## config.mk

```make
export PLATFORM = sky130hd
export DESIGN_NAME = ptp_pdelay_fsm_array_flat
export DESIGN_NICKNAME = d
export VERILOG_FILES = /design/src/rtl/ptp_pdelay_fsm_array_pkg.sv /design/src/rtl/ptp_pdelay_fsm_array_if.sv /design/src/rtl/ptp_pdelay_fsm_array_port_fsm.sv /design/src/rtl/ptp_pdelay_fsm_array.sv /design/src/flat_wrapper.sv
export SDC_FILE = /design/constraint.sdc
export NUM_CORES = 1
export LEC_CHECK = 0
export ABC_AREA = 1
export CAP_MARGIN = 30
export CORE_MARGIN = 1
export CORE_UTILIZATION = 50
export CTS_BUF_LIST = sky130_fd_sc_hd__clkbuf_4
export DETAILED_ROUTE_END_ITERATION = 10
export PLACE_DENSITY = 0.73
export SKIP_CTS_REPAIR_TIMING = 1
export SKIP_LAST_GASP = 1
export SLEW_MARGIN = 15
export SYNTH_ARGS = -nofsm -noshare
export SYNTH_HDL_FRONTEND = slang
export SYNTH_SLANG_ARGS = --single-unit
export TNS_END_PERCENT = 30
```

## constraint.sdc

```tcl
create_clock -name i_clk -period 3.9 [get_ports i_clk]
set_input_delay 1.17 -clock i_clk [delete_from_list [all_inputs] [get_ports i_clk]]
set_output_delay 1.17 -clock i_clk [all_outputs]
set_load 0.01 [all_outputs]
```

## src/rtl/ptp_pdelay_fsm_array_pkg.sv

```systemverilog
// ---------------------------------------------------------------------------
// ptp_pdelay_fsm_array_pkg
// Shared definitions for the multi-port Pdelay_Req initiator array:
//   - pdly_state_e     : per-port FSM state, values are the externally
//                        visible state codes (IDLE=0 .. LOST=5)
//   - PDLY_STATE_WIDTH : default width of each per-port state output
// ---------------------------------------------------------------------------
package ptp_pdelay_fsm_array_pkg;

  localparam int unsigned PDLY_STATE_WIDTH = 8;

  typedef enum logic [2:0] {
    PDLY_IDLE        = 3'd0,
    PDLY_SEND_REQ    = 3'd1,
    PDLY_WAIT_RESP   = 3'd2,
    PDLY_WAIT_RESPFW = 3'd3,
    PDLY_DONE        = 3'd4,
    PDLY_LOST        = 3'd5
  } pdly_state_e;

endpackage

```

## src/rtl/ptp_pdelay_fsm_array_if.sv

```systemverilog
// ---------------------------------------------------------------------------
// ptp_pdelay_fsm_array_if
// Groups the per-port event inputs and status outputs of the Pdelay
// initiator array.
//   master : TX/RX event logic and control side (drives i_*, observes o_*)
//   slave  : the initiator array (observes i_*, drives o_*)
// Packed vectors carry port p at bit p (or [p*W +: W] for multi-bit fields).
// ---------------------------------------------------------------------------
interface ptp_pdelay_fsm_array_if #(
  parameter int unsigned NUM_PORTS      = 8,
  parameter int unsigned TIMEOUT_WIDTH  = 24,
  parameter int unsigned LOST_CNT_WIDTH = 4,
  parameter int unsigned SEQ_ID_WIDTH   = 16,
  parameter int unsigned STATE_WIDTH    = 8
);
  logic [NUM_PORTS-1:0]                i_port_enable;
  logic [NUM_PORTS-1:0]                i_twostep;
  logic [TIMEOUT_WIDTH-1:0]            i_resp_timeout;
  logic [NUM_PORTS-1:0]                i_pdelay_start;
  logic [NUM_PORTS-1:0]                i_req_send_end;
  logic [NUM_PORTS-1:0]                i_resp_rec_end;
  logic [NUM_PORTS-1:0]                i_respfw_rec_end;

  logic [NUM_PORTS*STATE_WIDTH-1:0]    o_pdelay_state;
  logic [NUM_PORTS-1:0]                o_pdelay_busy;
  logic                                o_any_busy;
  logic [NUM_PORTS-1:0]                o_pdelay_end;
  logic [NUM_PORTS-1:0]                o_pdelay_timeout;
  logic [NUM_PORTS*LOST_CNT_WIDTH-1:0] o_lost_cnt;
  logic [NUM_PORTS-1:0]                o_as_capable;
  logic [NUM_PORTS*SEQ_ID_WIDTH-1:0]   o_seq_id;

  modport master (
    output i_port_enable, i_twostep, i_resp_timeout, i_pdelay_start,
           i_req_send_end, i_resp_rec_end, i_respfw_rec_end,
    input  o_pdelay_state, o_pdelay_busy, o_any_busy, o_pdelay_end,
           o_pdelay_timeout, o_lost_cnt, o_as_capable, o_seq_id
  );

  modport slave (
    input  i_port_enable, i_twostep, i_resp_timeout, i_pdelay_start,
           i_req_send_end, i_resp_rec_end, i_respfw_rec_end,
    output o_pdelay_state, o_pdelay_busy, o_any_busy, o_pdelay_end,
           o_pdelay_timeout, o_lost_cnt, o_as_capable, o_seq_id
  );
endinterface

```

## src/rtl/ptp_pdelay_fsm_array_port_fsm.sv

```systemverilog
// ---------------------------------------------------------------------------
// ptp_pdelay_port_fsm
// One port's Pdelay_Req initiator: state, response timer, saturating
// lost-response counter, asCapable flag and sequenceId.
// Ports:
//   i_clk, i_rst        clock, async active-low reset
//   i_port_enable       port up and PTP-enabled; low forces IDLE
//   i_twostep           two-step mode, latched on start
//   i_resp_timeout      response timeout in cycles, 0 disables
//   i_pdelay_start      start pulse (honoured only in IDLE)
//   i_req_send_end      Pdelay_Req transmitted
//   i_resp_rec_end      Pdelay_Resp received
//   i_respfw_rec_end    Pdelay_Resp_Follow_Up received
//   o_state/o_busy      state code / state != IDLE
//   o_end/o_timeout     one-cycle success / lost pulses
//   o_lost_cnt          consecutive lost responses
//   o_as_capable        asCapable
//   o_seq_id            sequenceId of current/last request
// ---------------------------------------------------------------------------
module ptp_pdelay_port_fsm
  import ptp_pdelay_fsm_array_pkg::*;
#(
  parameter int unsigned TIMEOUT_WIDTH  = 24,
  parameter int unsigned LOST_CNT_WIDTH = 4,
  parameter int unsigned ALLOWED_LOST   = 3,
  parameter int unsigned SEQ_ID_WIDTH   = 16,
  parameter int unsigned STATE_WIDTH    = PDLY_STATE_WIDTH
) (
  input  logic                      i_clk,
  input  logic                      i_rst,
  input  logic                      i_port_enable,
  input  logic                      i_twostep,
  input  logic [TIMEOUT_WIDTH-1:0]  i_resp_timeout,
  input  logic                      i_pdelay_start,
  input  logic                      i_req_send_end,
  input  logic                      i_resp_rec_end,
  input  logic                      i_respfw_rec_end,
  output logic [STATE_WIDTH-1:0]    o_state,
  output logic                      o_busy,
  output logic                      o_end,
  output logic                      o_timeout,
  output logic [LOST_CNT_WIDTH-1:0] o_lost_cnt,
  output logic                      o_as_capable,
  output logic [SEQ_ID_WIDTH-1:0]   o_seq_id
);

  pdly_state_e               state_q, state_d;
  logic [TIMEOUT_WIDTH-1:0]  timer_q, timer_d;
  logic                      twostep_q, twostep_d;
  logic [LOST_CNT_WIDTH-1:0] lost_q, lost_d;
  logic                      ascap_q, ascap_d;
  logic [SEQ_ID_WIDTH-1:0]   seq_q, seq_d;

  logic [TIMEOUT_WIDTH-1:0]  timer_inc;
  logic [TIMEOUT_WIDTH:0]    timer_next_ext;
  logic                      tmo_hit;
  logic [LOST_CNT_WIDTH-1:0] lost_inc;

  // Timer saturates; compare is done one bit wider so timer+1 never wraps.
  assign timer_inc      = (timer_q == '1) ? timer_q : timer_q + TIMEOUT_WIDTH'(1);
  assign timer_next_ext = {1'b0, timer_q} + (TIMEOUT_WIDTH+1)'(1);
  assign tmo_hit        = (i_resp_timeout != '0) &&
                          (timer_next_ext >= {1'b0, i_resp_timeout});
  assign lost_inc       = (lost_q == '1) ? lost_q : lost_q + LOST_CNT_WIDTH'(1);

  always_ff @(posedge i_clk or negedge i_rst) begin
    if (!i_rst) begin
      state_q   <= PDLY_IDLE;
      timer_q   <= '0;
      twostep_q <= 1'b0;
      lost_q    <= '0;
      ascap_q   <= 1'b0;
      seq_q     <= '0;
    end else begin
      state_q   <= state_d;
      timer_q   <= timer_d;
      twostep_q <= twostep_d;
      lost_q    <= lost_d;
      ascap_q   <= ascap_d;
      seq_q     <= seq_d;
    end
  end

  always_comb begin
    state_d   = state_q;
    timer_d   = timer_q;
    twostep_d = twostep_q;
    lost_d    = lost_q;
    ascap_d   = ascap_q;
    seq_d     = seq_q;
    if (!i_port_enable) begin
      state_d = PDLY_IDLE;
      lost_d  = '0;
      ascap_d = 1'b0;
    end else begin
      unique case (state_q)
        PDLY_IDLE: begin
          if (i_pdelay_start) begin
            state_d   = PDLY_SEND_REQ;
            seq_d     = seq_q + SEQ_ID_WIDTH'(1);
            twostep_d = i_twostep;
          end
        end
        PDLY_SEND_REQ: begin
          if (i_req_send_end) begin
            state_d = PDLY_WAIT_RESP;
            timer_d = '0;
          end
        end
        PDLY_WAIT_RESP: begin
          timer_d = timer_inc;
          if (i_resp_rec_end) begin
            state_d = twostep_q ? PDLY_WAIT_RESPFW : PDLY_DONE;
            timer_d = '0;
          end else if (tmo_hit) begin
            state_d = PDLY_LOST;
          end
        end
        PDLY_WAIT_RESPFW: begin
          timer_d = timer_inc;
          if (i_respfw_rec_end) begin
            state_d = PDLY_DONE;
          end else if (tmo_hit) begin
            state_d = PDLY_LOST;
          end
        end
        PDLY_DONE: begin
          state_d = PDLY_IDLE;
          lost_d  = '0;
          ascap_d = 1'b1;
        end
        PDLY_LOST: begin
          state_d = PDLY_IDLE;
          lost_d  = lost_inc;
          if (lost_inc > LOST_CNT_WIDTH'(ALLOWED_LOST)) ascap_d = 1'b0;
        end
        default: state_d = PDLY_IDLE;
      endcase
    end
  end

  always_comb begin
    o_state      = STATE_WIDTH'(state_q);
    o_busy       = (state_q != PDLY_IDLE);
    o_end        = (state_q == PDLY_DONE);
    o_timeout    = (state_q == PDLY_LOST);
    o_lost_cnt   = lost_q;
    o_as_capable = ascap_q;
    o_seq_id     = seq_q;
  end

endmodule

```

## src/rtl/ptp_pdelay_fsm_array.sv

```systemverilog
// ---------------------------------------------------------------------------
// ptp_pdelay_fsm_array
// NUM_PORTS independent Pdelay_Req initiator FSMs sharing one clock and one
// response-timeout setting.
// Ports:
//   i_clk  clock
//   i_rst  asynchronous active-low reset
//   bus    event inputs / status outputs (ptp_pdelay_fsm_array_if.slave);
//          o_any_busy is the OR of all per-port busy bits
// ---------------------------------------------------------------------------
module ptp_pdelay_fsm_array
  import ptp_pdelay_fsm_array_pkg::*;
#(
  parameter int unsigned NUM_PORTS      = 8,
  parameter int unsigned TIMEOUT_WIDTH  = 24,
  parameter int unsigned LOST_CNT_WIDTH = 4,
  parameter int unsigned ALLOWED_LOST   = 3,
  parameter int unsigned SEQ_ID_WIDTH   = 16,
  parameter int unsigned STATE_WIDTH    = PDLY_STATE_WIDTH
) (
  input  logic                   i_clk,
  input  logic                   i_rst,
  ptp_pdelay_fsm_array_if.slave  bus
);

  logic [STATE_WIDTH-1:0]    state_w [NUM_PORTS];
  logic                      busy_w  [NUM_PORTS];
  logic                      end_w   [NUM_PORTS];
  logic                      tmo_w   [NUM_PORTS];
  logic [LOST_CNT_WIDTH-1:0] lost_w  [NUM_PORTS];
  logic                      ascap_w [NUM_PORTS];
  logic [SEQ_ID_WIDTH-1:0]   seq_w   [NUM_PORTS];

  for (genvar g = 0; g < NUM_PORTS; g++) begin : g_port
    ptp_pdelay_port_fsm #(
      .TIMEOUT_WIDTH  (TIMEOUT_WIDTH),
      .LOST_CNT_WIDTH (LOST_CNT_WIDTH),
      .ALLOWED_LOST   (ALLOWED_LOST),
      .SEQ_ID_WIDTH   (SEQ_ID_WIDTH),
      .STATE_WIDTH    (STATE_WIDTH)
    ) u_fsm (
      .i_clk            (i_clk),
      .i_rst            (i_rst),
      .i_port_enable    (bus.i_port_enable[g]),
      .i_twostep        (bus.i_twostep[g]),
      .i_resp_timeout   (bus.i_resp_timeout),
      .i_pdelay_start   (bus.i_pdelay_start[g]),
      .i_req_send_end   (bus.i_req_send_end[g]),
      .i_resp_rec_end   (bus.i_resp_rec_end[g]),
      .i_respfw_rec_end (bus.i_respfw_rec_end[g]),
      .o_state          (state_w[g]),
      .o_busy           (busy_w[g]),
      .o_end            (end_w[g]),
      .o_timeout        (tmo_w[g]),
      .o_lost_cnt       (lost_w[g]),
      .o_as_capable     (ascap_w[g]),
      .o_seq_id         (seq_w[g])
    );
  end

  always_comb begin
    bus.o_pdelay_state   = '0;
    bus.o_pdelay_busy    = '0;
    bus.o_any_busy       = 1'b0;
    bus.o_pdelay_end     = '0;
    bus.o_pdelay_timeout = '0;
    bus.o_lost_cnt       = '0;
    bus.o_as_capable     = '0;
    bus.o_seq_id         = '0;
    for (int unsigned p = 0; p < NUM_PORTS; p++) begin
      bus.o_pdelay_state[p*STATE_WIDTH +: STATE_WIDTH]      = state_w[p];
      bus.o_pdelay_busy[p]                                  = busy_w[p];
      bus.o_pdelay_end[p]                                   = end_w[p];
      bus.o_pdelay_timeout[p]                               = tmo_w[p];
      bus.o_lost_cnt[p*LOST_CNT_WIDTH +: LOST_CNT_WIDTH]    = lost_w[p];
      bus.o_as_capable[p]                                   = ascap_w[p];
      bus.o_seq_id[p*SEQ_ID_WIDTH +: SEQ_ID_WIDTH]          = seq_w[p];
      bus.o_any_busy                                        = bus.o_any_busy | busy_w[p];
    end
  end

endmodule
```

## src/flat_wrapper.sv

```systemverilog
// flat-port wrapper written by rule: the top's interface ports become plain ports
module ptp_pdelay_fsm_array_flat import ptp_pdelay_fsm_array_pkg::*;
#(
  parameter int unsigned NUM_PORTS      = 8,
  parameter int unsigned TIMEOUT_WIDTH  = 24,
  parameter int unsigned LOST_CNT_WIDTH = 4,
  parameter int unsigned ALLOWED_LOST   = 3,
  parameter int unsigned SEQ_ID_WIDTH   = 16,
  parameter int unsigned STATE_WIDTH    = PDLY_STATE_WIDTH
)
  (i_clk, i_rst, bus_i_port_enable, bus_i_twostep, bus_i_resp_timeout, bus_i_pdelay_start, bus_i_req_send_end, bus_i_resp_rec_end, bus_i_respfw_rec_end, bus_o_pdelay_state, bus_o_pdelay_busy, bus_o_any_busy, bus_o_pdelay_end, bus_o_pdelay_timeout, bus_o_lost_cnt, bus_o_as_capable, bus_o_seq_id);
  ptp_pdelay_fsm_array_if #(.NUM_PORTS(NUM_PORTS), .TIMEOUT_WIDTH(TIMEOUT_WIDTH), .LOST_CNT_WIDTH(LOST_CNT_WIDTH), .SEQ_ID_WIDTH(SEQ_ID_WIDTH), .STATE_WIDTH(STATE_WIDTH)) bus_i ();
  input  logic i_clk;
  input  logic i_rst;
  input wire logic [$bits(bus_i.i_port_enable)-1:0] bus_i_port_enable;
  input wire logic [$bits(bus_i.i_twostep)-1:0] bus_i_twostep;
  input wire logic [$bits(bus_i.i_resp_timeout)-1:0] bus_i_resp_timeout;
  input wire logic [$bits(bus_i.i_pdelay_start)-1:0] bus_i_pdelay_start;
  input wire logic [$bits(bus_i.i_req_send_end)-1:0] bus_i_req_send_end;
  input wire logic [$bits(bus_i.i_resp_rec_end)-1:0] bus_i_resp_rec_end;
  input wire logic [$bits(bus_i.i_respfw_rec_end)-1:0] bus_i_respfw_rec_end;
  output wire logic [$bits(bus_i.o_pdelay_state)-1:0] bus_o_pdelay_state;
  output wire logic [$bits(bus_i.o_pdelay_busy)-1:0] bus_o_pdelay_busy;
  output wire logic [$bits(bus_i.o_any_busy)-1:0] bus_o_any_busy;
  output wire logic [$bits(bus_i.o_pdelay_end)-1:0] bus_o_pdelay_end;
  output wire logic [$bits(bus_i.o_pdelay_timeout)-1:0] bus_o_pdelay_timeout;
  output wire logic [$bits(bus_i.o_lost_cnt)-1:0] bus_o_lost_cnt;
  output wire logic [$bits(bus_i.o_as_capable)-1:0] bus_o_as_capable;
  output wire logic [$bits(bus_i.o_seq_id)-1:0] bus_o_seq_id;
  assign bus_i.i_port_enable = bus_i_port_enable;
  assign bus_i.i_twostep = bus_i_twostep;
  assign bus_i.i_resp_timeout = bus_i_resp_timeout;
  assign bus_i.i_pdelay_start = bus_i_pdelay_start;
  assign bus_i.i_req_send_end = bus_i_req_send_end;
  assign bus_i.i_resp_rec_end = bus_i_resp_rec_end;
  assign bus_i.i_respfw_rec_end = bus_i_respfw_rec_end;
  assign bus_o_pdelay_state = bus_i.o_pdelay_state;
  assign bus_o_pdelay_busy = bus_i.o_pdelay_busy;
  assign bus_o_any_busy = bus_i.o_any_busy;
  assign bus_o_pdelay_end = bus_i.o_pdelay_end;
  assign bus_o_pdelay_timeout = bus_i.o_pdelay_timeout;
  assign bus_o_lost_cnt = bus_i.o_lost_cnt;
  assign bus_o_as_capable = bus_i.o_as_capable;
  assign bus_o_seq_id = bus_i.o_seq_id;
  ptp_pdelay_fsm_array #(.NUM_PORTS(NUM_PORTS), .TIMEOUT_WIDTH(TIMEOUT_WIDTH), .LOST_CNT_WIDTH(LOST_CNT_WIDTH), .ALLOWED_LOST(ALLOWED_LOST), .SEQ_ID_WIDTH(SEQ_ID_WIDTH), .STATE_WIDTH(STATE_WIDTH)) u_core (.i_clk(i_clk), .i_rst(i_rst), .bus(bus_i));
endmodule
```

**Word level (Yosys, flattened, before mapping)**

Cells that the tools add are included.

- Multipliers: 0
- Order comparisons: 16
- Shift operators: 0
- Reduce and logical (&&, ||, !) cells: 65
- Add/sub/neg operators: 32
- Eq/ne operators: 96
- Divide/modulo/power cells: 0
- Mux-type cells: 144
- Bitwise gates (word level): 7

Operators with widths:

| cell | number |
|---|---|
| 24-bit two-way mux | 24 |
| 24-bit case mux with 3 select lines | 8 |
| 24-bit by 1-bit adder with 25-bit output, second input constant | 8 |
| 25-bit by 24-bit >= comparator with 1-bit output | 8 |
| 24-bit by 1-bit adder with 24-bit output, second input constant | 8 |
| 24-bit equality test, second input constant | 8 |
| 3-bit two-way mux | 56 |
| 16-bit by 1-bit adder with 16-bit output, second input constant | 8 |
| 3-bit case mux with 4 select lines | 8 |
| 4-bit two-way mux | 16 |
| 4-bit case mux with 2 select lines | 8 |
| 3-bit by 2-bit equality test with 1-bit output, second input constant | 16 |
| 3-bit equality test, second input constant | 16 |
| 3-bit != test, second input constant | 16 |
| 3-bit AND reduction | 16 |
| 3-bit nonzero test | 16 |
| 4-bit by 1-bit adder with 4-bit output, second input constant | 8 |
| 4-bit equality test, second input constant | 8 |
| 4-bit by 2-bit > comparator with 1-bit output, second input constant | 8 |
| 2-bit AND reduction | 16 |
| 3-bit by 1-bit equality test with 1-bit output, second input constant | 8 |
| 3-bit zero test | 8 |
| 3-bit by 1-bit != test with 1-bit output, second input constant | 8 |
| 3-bit by 2-bit != test with 1-bit output, second input constant | 8 |
| other kinds (6) | 48 |

- ROM bits: 0
- Bits in latches: 0
- Register bits after elaboration: 392
- Memories: 0
- RAM bits: 0
- Output and inout bits: 257

**Logic depth before layout (Yosys ltp)**

Gate-level depths: netlist (run 1).

- Word-level depth: 8
- Mapped depth: 27
- Mapped depth without buffers: 27

**Hierarchy**

Synthesis (run 1) repeated with hierarchy kept, for this count alone.

- Cell total of the unflattened synthesis: 3,971
- Area, all modules: 29,261.8 µm²

Modules (own cells, without submodules):

| module | area each (µm²) | seq. area each (µm²) | cells an instance | instances |
|---|---|---|---|---|
| ptp_pdelay_port_fsm at u_core.g_port[0].u_fsm ... | 3,626.0 | 1,226.2 | 496 | 6 |
| ptp_pdelay_port_fsm at u_core.g_port[5].u_fsm | 3,752.3 | 1,226.2 | 493 | 1 |
| ptp_pdelay_port_fsm at u_core.g_port[7].u_fsm | 3,697.3 | 1,226.2 | 487 | 1 |
| ptp_pdelay_fsm_array | 56.3 | 0.0 | 15 | 1 |

**Least setup slack after synthesis (run 1)**

No wires, ideal clock.

- Path type: register -> register
- Start point: register u_core.g_port[1].u_fsm.timer_q[0]
- End point: register u_core.g_port[1].u_fsm.state_q[0]
- Data arrival time: 2.793 ns
- Period minus slack after synthesis: 2.909 ns
- Stages on the path, launching flop included: 28
- Setup slack: 0.991 ns
- Cells stage by stage: dfrtp_1 ha_1 nand2_1 nor2_2 nand3_2 nor2_4 nand4_1 nor2_1 nand2_1 nor2_1 nand2_1 xor2_1 inv_1 ha_1 nand2_1 inv_1 o21ai_0 nand2_1 nand2_1 a21oi_1 nor2_1 nand4_1 nand2_1 nand2_1 nand2_1 nand2_1 nand2_1 nand2_1

- Word-level cells in the longest chain between the ends: 7

Ends and longest elaborated chain:

| element | line | RTL |
|---|---|---|
| start, declared | ptp_pdelay_fsm_array_port_fsm.sv:48 | `logic [TIMEOUT_WIDTH-1:0] timer_q, timer_d;` |
| start signal, assigned | ptp_pdelay_fsm_array_port_fsm.sv:76 | `timer_q <= timer_d;` |
| 24-bit by 1-bit adder with 25-bit output * | ptp_pdelay_fsm_array_port_fsm.sv:61 | `assign timer_next_ext = {1'b0, timer_q} + (TIMEOUT_WIDTH+1)'(1);` |
| 25-bit by 24-bit >= comparator with 1-bit output * | ptp_pdelay_fsm_array_port_fsm.sv:63 | `(timer_next_ext >= {1'b0, i_resp_timeout});` |
| 1-bit logical AND * | ptp_pdelay_fsm_array_port_fsm.sv:62 | `assign tmo_hit = (i_resp_timeout != '0) &&` |
| 3-bit two-way mux * | -- |  |
| 3-bit two-way mux, on equally long branches | -- |  |
| 3-bit case mux with 4 select lines * | -- |  |
| 3-bit two-way mux * | -- |  |
| end signal, assigned | ptp_pdelay_fsm_array_port_fsm.sv:75 | `state_q <= state_d;` |
| end, declared | ptp_pdelay_fsm_array_port_fsm.sv:47 | `pdly_state_e state_q, state_d;` |

Mark *: on every way between the ends. The rest lies on a longest branch, timed or not.
A chain may end at the register's enable or synchronous reset.

**Worst setup path after layout (run 1)**

- Start point: register u_core.g_port[3].u_fsm.state_q[0]
- End point: output port bus_o_pdelay_end[3]

- Word-level cells in the longest chain between the ends: 1

Ends and longest elaborated chain:

| element | line | RTL |
|---|---|---|
| start, declared | ptp_pdelay_fsm_array_port_fsm.sv:47 |  |
| start signal, assigned | ptp_pdelay_fsm_array_port_fsm.sv:75 |  |
| 3-bit equality test | ptp_pdelay_fsm_array_port_fsm.sv:145 | `o_end = (state_q == PDLY_DONE);` |
| end, declared | flat_wrapper.sv:25 | `output wire logic [$bits(bus_i.o_pdelay_end)-1:0] bus_o_pdelay_end;` |

No other way between the ends.

==> metrics.md, run 1 <==
| Metric | Value |
|---|---|
| Most numerous cell in the Yosys netlist | `nand2_1` |
| Max_cap viols | `0` |
| Core Area | `54100 sq um` |
| Drt via density | `5.23` |
| Filler cell count in the final layout | `4933` |
| Worst setup EP type | `output port` |
| RSZ-0062 raised after global routing | `yes` |
| M1 GR Usage | `0.355` |
| Setup ws final | `257 ps` |
| Post-synthesis sequential area ratio | `0.356` |
| Crit path buffers/inverters | `1` |
| Cells after synthesis | `3567` |
| H-tree Lvls | `3` |
| Hold Crit Class | `in -> async` |
| Synth top cells by count | `nand2_1 (618), inv_1 (458), nor2_1 (435), dfrtp_1 (392), a21oi_1 (256)` |
| DRT iter0 DRCs | `1726` |
| Synth Flop Type | `dfrtp_1` |
| Routed wire per std cell | `16.0 um` |
| XOR/XNOR Fraction of Synth Area | `0.0799` |
| Compound-Gate Fraction of Synth Area | `0.115` |
| Tcrit/Tclk final | `0.934` |
| Pre-CTS setup slack | `197 ps` |
| Clock buffer depth | `3` |
| Clock-pin transition on the worst setup and hold timing paths | `70 ps` |
| Pre-antenna DRT Iters | `6` |
| Largest area contributor in the netlist | `dfrtp_1` |
| CP arrival | `2470 ps` |
| Row Count | `85` |
| Crit path required time | `2730 ps` |
| Initial Utilization | `0.509` |
| Clock skew | `85.3 ps` |
| Routability cong. | `0.919` |
| Max incr delay on CP | `690 ps` |
| Syn avg cell area | `7.72 sq um` |
| Ys async rst share | `1.00` |
| Share of cells above drive strength 1 | `0.0934` |
| TritonCTS buffer count | `111` |
| Fin. max-slew vios | `0` |
| Slowest-stage cell, CP | `clkdlybuf4s50_1` |
| Clock Sinks | `392` |
| GR Overflow Total | `0` |
| First-pass GRT wire length | `121 mm` |
| Total Routing Usage GR | `0.268` |
| Antenna viol nets, final | `0` |
| Max Fclk | `274 MHz` |
| Max FO, Critical Path | `5` |
| Post-Synth Adder-Cell Area | `0.0982` |
| CTS tree | `built` |
| Mapped cell area | `27500 sq um` |
| Peak VDD IR | `0.349 mV` |
| Total power | `20.4 mW` |
| Routed WL | `75.6 mm` |
| Post-DP HPWL | `55.3 mm` |
| Post-synth EDFFs | `0` |
| Reg2Reg Capture Point | `u_core.g_port[3].u_fsm.state_q[2]` |
| Yosys warning total | `0` |
| Startpoint types | `register` |
| Initial antenna violation count | `3` |
| Die height | `237 um` |
| Total die area | `56000 sq um` |
| Hold Slack | `240 ps` |
| Max-slew headroom | `0.507` |
| Final setup viols | `0` |
| Via count | `24.7k` |
| Leakage | `15.9 nW` |
| Clk Latency, worst-skew pair | `930 ps` |
| Final cell count without fillers | `4713` |
| Met2 GRT Util | `0.429` |
| Synth Register Bits | `392` |
| Most crowded layer after global routing | `met2` |
| Synthesis-to-finish area growth | `18.0%` |
| Top post-synthesis cells by area | `dfrtp_1 (36%), ha_1 (9.8%), nand2_1 (8.4%)` |
| Root Driver | `clkbuf_4` |
| Worst Tran Pin Value | `739 ps` |
| IO Port Bufs | `290` |
| DRC errors left | `0` |
| Synth unique cells | `56` |
| NumNets Final | `4219` |
| Largest net degree at the start of global routing | `81` |
| Post-layout min period | `3640 ps` |
| Met3 layer usage reported by global route | `0.0520` |
| Final hold vios | `0` |
| Largest family of logic cells by synthesized area | `simple AND/OR/NAND/NOR gates` |
| Post-synth top area share | `0.356` |
| Critical path type | `reg -> out` |
| RR Startpoint | `u_core.g_port[3].u_fsm.timer_q[0]` |
| Worst-path cell chain | `nor3_1 -> clkdlybuf4s50_1` |
| Number of I/O pins | `331` |
| R2R depth | `21` |
| Outcome | `finished clean` |
| R2R setup slack | `290 ps` |
| Placed cell count | `4510` |
| Top Family by Delay on Critical Path | `buffers and inverters` |
| Multiplexer area fraction after synthesis | `0` |
| Simple logic cell fraction of the synthesized area | `0.255` |
| Pwr dens | `627 nW/um^2` |
| Die width | `237 um` |
| Number of global-route vias before repair | `23.3k` |
power breakdown:
group / total, mW / switching [mW] / internal [mW] / leakage, nW
clock: 3.96 / 1.90 / 2.06 / 0.853
sequential: 6.94 / 1.53 / 5.41 / 4.99
combinational: 9.49 / 5.76 / 3.73 / 10.1
total: 20.4 / 9.18 / 11.2 / 15.9
cell families after synthesis:
| group | Yosys count |
|---|---|
| and+or+nand+nor | 1521 |
| buffers and inverters | 605 |
| AOI/OAI and AO/OA | 581 |
| DFF | 392 |
| xor gates and xnor gates | 251 |
| adders and majority gates | 216 |
| other | 1 |
through the flow:
stage / util / instance area, sq um / setup TNS, ps
detailed placement: 0.572 / 31000 / 0
global route: 0.600 / 32500 / -228
floorplan: - / 27700 / 0
CTS: 0.599 / 32400 / -260
finish: 0.600 / 32500 / 0
global placement: 0.572 / 31000 / 0
worst register-to-register path, stage by stage, from the launching register on:
cell	delay [ps]
dfrtp_1	380
ha_1	200
nand2_1	80
nor2_1	240
nand2_1	180
nor2_1	210
nand3_1	150
nor2_1	140
nand2_1	80
xor2_1	220
inv_1	80
ha_1	290
nand2_1	60
nor3_1	220
nand2_1	110
nor3b_1	200
nand2_1	80
nand3_1	150
nand2_1	140
nand3b_1	110
nand2_1	50
a21oi_1	130
flip-flops by register name (all words and copies together) (netlist names):
signal                            cells
u_core.g_port.u_fsm.state_q          24
u_core.g_port.u_fsm.twostep_q         8
u_core.g_port.u_fsm.o_lost_cnt       32
u_core.g_port.u_fsm.o_seq_id        128
u_core.g_port.u_fsm.timer_q         192
u_core.g_port.u_fsm.o_as_capable      8
how the worst max path moves through the flow:
stage | from | endpoint | cells after the start
floorplan | u_core.g_port[1].u_fsm.timer_q[0] | u_core.g_port[1].u_fsm.state_q[0] | 27
detailed placement | bus_i_resp_timeout[20] | u_core.g_port[3].u_fsm.state_q[2] | 13
finish | u_core.g_port[3].u_fsm.state_q[0] | bus_o_pdelay_end[3] | 2
global placement | bus_i_resp_timeout[16] | u_core.g_port[1].u_fsm.state_q[0] | 17
CTS | u_core.g_port[4].u_fsm.state_q[0] | bus_o_any_busy | 6
global route | u_core.g_port[3].u_fsm.timer_q[0] | u_core.g_port[3].u_fsm.state_q[0] | 25
cell type report:
type	count	area (sq um)	share of cell area
multi-input cells	2609	15300	0.470
flip-flops and latches	392	9810	0.302
repair buffers	331	3280	0.101
inverters	484	1820	0.0560
clock buffers	165	1240	0.0381
well taps	696	871	0.0268
clock inverters	32	191	0.00589
diodes	4	10.0	0.000308
cell usage in the layout (no fill, tap or decap), types with 15 or more instances in the layout:
master / count
a211oi_1: 34
o21ai_0: 210
clkbuf_4: 165
xnor2_1: 60
a21oi_1: 256
nand2_1: 616
ha_1: 216
nand4_1: 74
nor3_2: 15
a31oi_1: 22
conb_1: 40
nor3_1: 98
nand3_1: 132
or2_2: 15
clkdlybuf4s50_1: 288
inv_1: 457
nor4_1: 19
nor2_2: 30
dfrtp_1: 391
xor2_1: 191
buf_4: 36
nor2_4: 23
nor2_1: 434
inv_2: 27
clkinv_1: 23
routing by layer:
| metal | vias to the layer above | share of wire |
|---|---|---|
| met5 | - | 0 |
| met2 | 728 | 0.45 |
| li1 | 12394 | - |
| met3 | 183 | 0.062 |
| met4 | 0 | 0.038 |
| met1 | 11361 | 0.44 |
No activity file was read; power rests on OpenSTA's default activity.
==> inputs of run 2 (changes only) <==
Settings changed: PLACE_DENSITY 0.73 to 0.8.
==> metrics.md, run 2 (same netlist as run 1, synthesis figures left out) <==
| Metric | Value |
|---|---|
| Outcome | `finished clean (unchanged)` |
| Pre-CTS setup slack | `192 ps (was 197 ps)` |
| Max_cap viols | `0 (unchanged)` |
| Design area | `32400 sq um (was 32500 sq um)` |
| Clock-pin transition on the worst setup and hold timing paths | `70 ps (about the same)` |
| RSZ-0062 raised after global routing | `yes (unchanged)` |
| Number of I/O pins | `331 (unchanged)` |
| DRC errors left | `0 (unchanged)` |
| Antenna viol nets, final | `0 (unchanged)` |
| Placed inst area | `31000 sq um (unchanged)` |
| Sw Ratio | `0.453 (was 0.450)` |
| Internal power | `11.0 mW (was 11.2 mW)` |
| First-pass GRT wire length | `121 mm (about the same)` |
| Via count | `25.0k (was 24.7k)` |
| Core Area | `54100 sq um (unchanged)` |
| Worst setup EP type | `output port (unchanged)` |
| Crit path required time | `2730 ps (about the same)` |
| Clock Sinks | `392 (unchanged)` |
| Routed wire per std cell | `15.8 um (was 16.0 um)` |
| Top reg by flops | `u_core.g_port.u_fsm.timer_q (unchanged)` |
| IO Port Bufs | `290 (unchanged)` |
| Leading cell type in the layout, fill and taps excluded | `nand2_1 (unchanged)` |
| Pre-antenna DRT Iters | `5 (was 6)` |
| Startpoint types | `register (unchanged)` |
| Routability cong. | `0.927 (was 0.919)` |
| Met1 wire length | `32.3 mm (was 33.6 mm)` |
| Critical path type | `reg -> out (unchanged)` |
| Setup ws final | `182 ps (was 257 ps)` |
| Die width | `237 um (unchanged)` |
| Initial antenna violation count | `3 (unchanged)` |
| Post-layout min period | `3720 ps (was 3640 ps)` |
| Clk Latency, worst-skew pair | `900 ps (was 930 ps)` |
| Clock Power Share | `0.186 (was 0.194)` |
| Root Driver | `clkbuf_4 (unchanged)` |
| Seq. cell area | `9810 sq um (about the same)` |
| Die height | `237 um (unchanged)` |
| Filler cell count in the final layout | `4709 (was 4933)` |
| Post-DP HPWL | `54.6 mm (was 55.3 mm)` |
| Total Routing Usage GR | `0.265 (was 0.268)` |
| Max Fclk | `269 MHz (was 274 MHz)` |
| Tcrit/Tclk final | `0.953 (was 0.934)` |
| Clock buffer depth | `3 (unchanged)` |
| Drt via density | `5.31 (was 5.23)` |
| Peak VDD IR | `0.345 mV (was 0.349 mV)` |
| Largest register FFs | `192 (unchanged)` |
| WL met2 | `34.5 mm (was 34.4 mm)` |
| Max-slew headroom | `0.511 (was 0.507)` |
| Met3 WL post-DR | `4.86 mm (was 4.70 mm)` |
| CP arrival | `2550 ps (was 2470 ps)` |
| Leakage | `15.9 nW (about the same)` |
| TritonCTS buffer count | `111 (unchanged)` |
| NumNets Final | `4220 (was 4219)` |
| Switching power total | `9.14 mW (was 9.18 mW)` |
| Max FO, Critical Path | `6 (was 5)` |
| Worst Tran Pin Value | `732 ps (was 739 ps)` |
| DRT iter0 DRCs | `1646 (was 1726)` |
| Largest net degree at the start of global routing | `75 (was 81)` |
| Combinational power share | `0.470 (was 0.465)` |
| Area taken by multi-input logic gates | `15300 sq um (about the same)` |
| Final hold vios | `0 (unchanged)` |
| Hold Crit Class | `in -> async (unchanged)` |
| Synthesis-to-finish area growth | `17.7% (was 18.0%)` |
| Total die area | `56000 sq um (unchanged)` |
| Fin. max-slew vios | `0 (unchanged)` |
| GR Overflow Total | `0 (unchanged)` |
| Routed WL | `74.4 mm (was 75.6 mm)` |
| Share of cells above drive strength 1 | `0.0920 (was 0.0934)` |
| CTS tree | `built (unchanged)` |
| Clock skew | `77.9 ps (was 85.3 ps)` |
| Pwr dens | `622 nW/um^2 (was 627 nW/um^2)` |
| Final setup viols | `0 (unchanged)` |
| Top sig layer | `met4 (unchanged)` |
| Most frequent cells in the layout | `nand2_1 (615), inv_1 (457), nor2_1 (433) (was nand2_1 (616), inv_1 (457), nor2_1 (434))` |
| Row Count | `85 (unchanged)` |
| H-tree Lvls | `3 (unchanged)` |
| Seq pwr share | `0.343 (was 0.340)` |
| Initial Utilization | `0.509 (unchanged)` |
| Number of global-route vias before repair | `23.9k (was 23.3k)` |
==> run 2: final timing paths <==
kind / depth (start not counted) / end / slack, ps / startpoint
max reg2reg: 22 / u_core.g_port[7].u_fsm.state_q[2] / 350 / u_core.g_port[7].u_fsm.timer_q[0]
min in group i_clk: 1 / u_core.g_port[7].u_fsm.o_seq_id[15] / 470 / u_core.g_port[7].u_fsm.o_seq_id[15]
min reg2reg: 1 / u_core.g_port[7].u_fsm.o_seq_id[15] / 470 / u_core.g_port[7].u_fsm.o_seq_id[15]
max in group asynchronous: 2 / u_core.g_port[3].u_fsm.timer_q[10] / 2810 / i_rst
min: 1 / u_core.g_port[4].u_fsm.o_seq_id[10] / 230 / i_rst
max: 3 / bus_o_pdelay_timeout[0] / 180 / u_core.g_port[0].u_fsm.state_q[2]
==> run 2: critical path: stages, from the launching register on <==
cell and delay, ps:
dfrtp_1 500, inv_1 130, nor3_1 410, clkdlybuf4s50_1 630
==> run 2: layer usage <==
| layer | vias up | global-route usage |
|---|---|---|
| li1 | 12396 | - |
| met1 | 11660 | 0.348 |
| met2 | 771 | 0.430 |
| met3 | 172 | 0.0509 |
| met4 | 0 | 0.105 |
| met5 | - | 0 |
==> run 2: power groups by stage <==
stage          registers (mW)  clock network (mW)  logic [mW]
2_1_floorplan            6.70                   0        6.64
4_1_cts                  6.87                3.86        9.39
5_1_grt                  7.10                4.07        10.8
3_3_place_gp             6.89                   0        9.03
6_report                 6.92                3.76        9.48
3_5_place_dp             6.90                   0        9.35
==> run 2: cell type report <==
cell class                      count  area share
Timing Repair Buffer              332       0.101
Tap cell                          696      0.0269
Multi-Input combinational cell   2609       0.471
Antenna cell                        4    0.000309
Inverter                          484      0.0561
Clock buffer                      151      0.0350
Sequential cell                   392       0.303
Clock inverter                     43     0.00637
==> run 2: stage by stage <==
stage / instances / util / hold WS [ps] / setup TNS (ps) / power, mW
floorplan: 3606 / - / 450 / 0 / 13.3
global placement: 4510 / 0.572 / 460 / 0 / 15.9
detailed placement: 4510 / 0.572 / 462 / 0 / 16.3
CTS: 4704 / 0.597 / 172 / -286 / 20.1
global route: 4711 / 0.599 / 191 / -165 / 21.9
finish: 4711 / 0.599 / 228 / 0 / 20.2
==> inputs of run 3 (changes only) <==
Settings changed: CTS_CLUSTER_SIZE set to 20.
==> results of run 3 <==
The final DEF is identical to that of run 2; final timing and power are the same.
